## src/rtl/cdb_arbiter.sv

```systemverilog
// Common data bus arbiter: round-robin grant among functional units with a
// one-cycle registered broadcast of the winning result packet.
package cdb_pkg;
  typedef struct packed {
    logic [3:0]  dest_ROB_entry;
    logic [31:0] result;
    logic        branch_result;
    logic        from_memory;
  } CDB_packet_t;
endpackage

module cdb_arbiter #(
  parameter int NUM_FU = 4
) (
  input  logic                                 clk,
  input  logic                                 reset,
  input  logic [NUM_FU-1:0]                    fu_valid,
  input  cdb_pkg::CDB_packet_t [NUM_FU-1:0]    fu_packet,
  input  logic                                 cdb_stall,
  input  logic                                 flush,
  output logic [NUM_FU-1:0]                    fu_yumi,
  output logic                                 cdb_valid,
  output cdb_pkg::CDB_packet_t                 cdb
);

  localparam int PTR_W = $clog2(NUM_FU);

  logic [PTR_W-1:0] rr_ptr;
  logic [PTR_W-1:0] grant_idx;
  logic [PTR_W-1:0] rr_ptr_nxt;
  logic             grant_any;

  // Grant stage: search starts at rr_ptr and wraps modulo NUM_FU
  always_comb begin
    int idx;
    fu_yumi   = '0;
    grant_idx = '0;
    grant_any = 1'b0;
    idx       = 0;
    if (!(reset || flush || cdb_stall)) begin
      for (int k = 0; k < NUM_FU; k++) begin
        idx = int'(rr_ptr) + k;
        if (idx >= NUM_FU) idx = idx - NUM_FU;
        if (!grant_any && fu_valid[idx]) begin
          grant_any = 1'b1;
          grant_idx = PTR_W'(idx);
        end
      end
    end
    if (grant_any) fu_yumi[grant_idx] = 1'b1;
  end

  // Explicit wrap so non-power-of-two NUM_FU never lands on an unused index
  always_comb begin
    if (grant_idx == PTR_W'(NUM_FU - 1)) rr_ptr_nxt = '0;
    else                                  rr_ptr_nxt = grant_idx + 1'b1;
  end

  // Broadcast stage: cdb holds its last packet when nothing is granted
  always_ff @(posedge clk) begin
    if (reset) begin
      rr_ptr    <= '0;
      cdb_valid <= 1'b0;
      cdb       <= '0;
    end else begin
      cdb_valid <= grant_any;
      if (grant_any) begin
        cdb    <= fu_packet[grant_idx];
        rr_ptr <= rr_ptr_nxt;
      end
    end
  end

endmodule

```

## config.mk

```make
export PLATFORM = sky130hd
export DESIGN_NAME = cdb_arbiter
export DESIGN_NICKNAME = d
export VERILOG_FILES = /design/src/rtl/cdb_arbiter.sv
export SDC_FILE = /design/constraint.sdc
export NUM_CORES = 1
export LEC_CHECK = 0
export CAP_MARGIN = 15
export CORE_AREA = 4 4 104 106
export DETAILED_ROUTE_END_ITERATION = 7
export DIE_AREA = 0 0 108 110
export PLACE_DENSITY = 0.79
export SETUP_SLACK_MARGIN = 0.4
export SLEW_MARGIN = 20
export SYNTH_ARGS = -nofsm -noshare
export SYNTH_HDL_FRONTEND = slang
export SYNTH_SLANG_ARGS = --single-unit
export TNS_END_PERCENT = 5
```

## constraint.sdc

```tcl
create_clock -name clk -period 2.9 [get_ports clk]
set_input_delay 0.725 -clock clk [delete_from_list [all_inputs] [get_ports clk]]
set_output_delay 0.725 -clock clk [all_outputs]
set_load 0.05 [all_outputs]
```

==> summary.txt, run 1 <==
Placed design
  • Post-DP HPWL: 10.3 mm
  • Placed Cells incl. Taps: 711
  • GPL Wtd Cong: 0.823
  • IO buf count: 202

Die
  • Die ar.: 11,900 um2
  • FP Rows: 36
  • Chip Width: 108 um
  • Die height: 110 um
  • Initial cell density of the core: 0.335
  • I/O pin total: 203
  • Core ar.: 9770 um2

Synthesis
  • FF+latch count, synth: 41
  • YS warnings: 0
  • Main area contributors after synthesis: dfxtp_1 25%, a221oi_2 9.6%, a311oi_2 8.3%, o21ai_0 5.8%, a21o_1 5.7%
  • Synthesized net count: 548
  • Post-Synthesis Cell Area: 3270 um2
  • Syn Area/Cell: 8.53 um2
  • Unique masters post-synth: 39
  • Seq/Total Area, Yosys: 0.251
  • Simple-gate area share of the yosys netlist: 0.165
  • Post-Synth Adder-Cell Area: 0.0153
  • Post-Synth XOR/XNOR Area: 0
  • Syn Inst Count: 384
  • Area share of the leading cell type in the synthesized netlist: 0.251
  • Post-synthesis compound-gate area fraction: 0.439
  • Post-synthesis mux area share: 0.0397
  • Largest family of logic cells by synthesized area: compound AO/OA/AOI/OAI gates
  • Area leader, netlist: dfxtp_1

Global route
  • Vias in the first global route: 4,079
  • Pin count of the biggest net entering global routing: 44
  • Global-route wire length before repair: 20.6 mm
  • Grt total ovfl: 0
  • Total track usage: 0.217
  • Initial antenna violation count: 0

Worst setup path
  • Crit Path Category: input port to output pin
  • Worst path arrival time: 2.25 ns
  • Worst Path Buf+Inv: 3
  • FF-to-FF setup slack: 0.65 ns
  • Max FO, Critical Path: 4
  • WP data required: 2.17 ns
  • Slowest cell on crit path: or4_4
  • Top delay family on crit path: simple AND/OR/NAND/NOR gates
  • Crit path capture type: output pin
  • Slowest cell delay on critical path: 0.52 ns
  • CP cell instances: buf_6 > or4_4 > and3_4 > and3_4 > inv_12 > ha_4 > and3_4 > buf_8
  • Worst path most repeated cell: and3_4
  • CP Launch Type: input port

Clock network
  • Hold Buf Count CTS: 0
  • Clk root buf: clkbuf_8
  • Maximum buffer depth of the clock tree: 2
  • Clock latency on the worst-skew pair: 0.29 ns
  • Clk sinks: 41
  • CTS tree: yes
  • Htree depth: 2
  • CTS clk-pin slew, worst paths: 0.08 ns
  • Total CTS buffers: 5

STA
  • RSZ-0062 raised after global routing: yes
  • Final hold vios: 0
  • Setup Viol. Count Final: 4
  • Setup Skew: 0.00270 ns
  • Worst Setup Slack, final: -0.0788 ns
  • Final Slew Violations: 0
  • Measured slew at the worst slew-check pin: 0.550 ns
  • Minimum clock period: 2.98 ns
  • Max Freq: 336 MHz
  • Setup TNS Final: -0.226 ns
  • Crit share post-route: 1.03
  • Relative slew slack: 0.632

Run
  • Max-Cap Viols: 0

Route
  • DRC: 0
  • Post-DR wirelength/cell: 18.9 um
  • Vias per Instance: 5.54
  • Via count: 3,991
  • Post-DRT Antenna Nets: 0
  • DRT Pass-1 Iters: 4
  • DR iter-0 viols: 160
  • Final wirelength: 13.6 mm

Outcome
  • Status: complete, but fails checks
  • Failing checks: negative setup slack

Final layout
  • Most frequent cells in the layout: 191 x clkdlybuf4s50_1, 42 x nand2_1, 41 x dfxtp_1
  • Antenna Cells: 0
  • # nets final: 751
  • Final cell count without fillers: 721
  • Proportion of layout cells with a drive suffix above 1: 0.192
  • Most common cell after layout, fill and taps aside: clkdlybuf4s50_1
  • P&R area growth vs syn: 75.4%

Power and ir drop
  • LEAKAGE: 0.00206 uW
  • Peak VDD IR: 155 uV
  • Pwr/cell area: 298 nW/um2

Worst hold path
  • Worst hold path class: flip-flop to flip-flop
==> cells by family (layout without fill, tap and decap cells) <==
logic type,Yosys count,after routing
AO/OA/AOI/OAI,171,171
adder cells (fa/ha/maj),4,4
buffers and inverters,58,262
flip-flops,41,41
multiplexers,13,13
AND/OR/NAND/NOR,97,97
==> Yosys cell counts, drive strengths merged <==
master	n
nor4b	1
a31o	1
or4	1
and4	13
o21ai	40
nor2b	4
a311oi	18
clkbuf	26
mux2i	13
nand3	18
ha	4
o21bai	2
nor4	1
a21oi	19
a211o	1
nand2	43
or3	1
inv	17
nor3	1
a221oi	32
nor2	5
or3b	1
buf	15
a31oi	13
dfxtp	41
o211ai	13
and3	7
a2bb2oi	7
or2	1
a21o	25
==> per-stage QoR <==
stage	power [uW]	setup slack, ns	utilization	hold WS, ns	instance area, um2
after floorplan	962	-0.166	-	0.497	3290
after global placement	1310	-0.441	0.567	0.464	5550
after detailed placement	1330	-0.477	0.567	0.468	5550
after CTS	1720	-0.0959	0.584	0.490	5710
after global routing	1780	-0.119	0.588	0.504	5740
final	1710	-0.0788	0.588	0.484	5740
==> power breakdown <==
group	total [uW]	switching, uW	internal (uW)	leakage [uW]
sequential	616	21.0	595	0.000335
clock	381	214	168	0.0000450
combinational	712	348	364	0.00168
total	1710	582	1130	0.00206
==> state kept, by name, summed over array words and instances (netlist names) <==
signal and cells:
cdb_valid 1, rr_ptr 2, cdb 38
==> per-layer routing <==
layer,GRT usage,wire (um),vias to the layer above
li1,-,-,1890
met1,0.242,5090,1907
met2,0.412,7190,176
met3,0.0571,1190,18
met4,0.0523,174,0
met5,0,0,-
==> worst reg2reg max path, stage by stage, from the launching register on <==
cell,delay [ns]
dfxtp_1,0.50
nand2_1,0.11
a211o_1,0.34
nand2_2,0.12
nor2_4,0.06
inv_2,0.12
buf_4,0.46
a221oi_1,0.18
a311oi_2,0.28
==> worst paths after layout <==
path              depth (start not counted)    endpoint   startpoint
setup / recovery                          8  fu_yumi[2]  fu_valid[3]
hold / removal                            2     cdb[20]      cdb[20]
setup reg to reg                          8      cdb[9]    rr_ptr[1]
hold reg to reg                           2     cdb[20]      cdb[20]
==> area by class of cell <==
cell class	instances	area (um2)
clock buffers	6	72.6
clock inverters	2	10.0
fillers	854	4030
inverters	17	76.3
multi-input cells	285	2260
flip-flops and latches	41	821
well taps	133	166
repair buffers	237	2330
==> repair_timing <==
action | in CTS | in global routing
pin swaps | 7 | 2
setup buffers | 1 | 1
endpoints found under the setup margin | 42 | 36
gates resized for setup | 38 | 7
No activity file was read; power rests on OpenSTA's default activity.
==> run 2, diff against run 1 <==
--- a/config.mk
+++ b/config.mk
@@ -9,6 +9,7 @@
 export CORE_AREA = 4 4 104 106
 export DETAILED_ROUTE_END_ITERATION = 7
 export DIE_AREA = 0 0 108 110
+export HOLD_SLACK_MARGIN = 0.05
 export PLACE_DENSITY = 0.79
 export SETUP_SLACK_MARGIN = 0.4
 export SLEW_MARGIN = 20
==> results of run 2 <==
No change in the layout: final DEF, timing and power equal those of run 1.
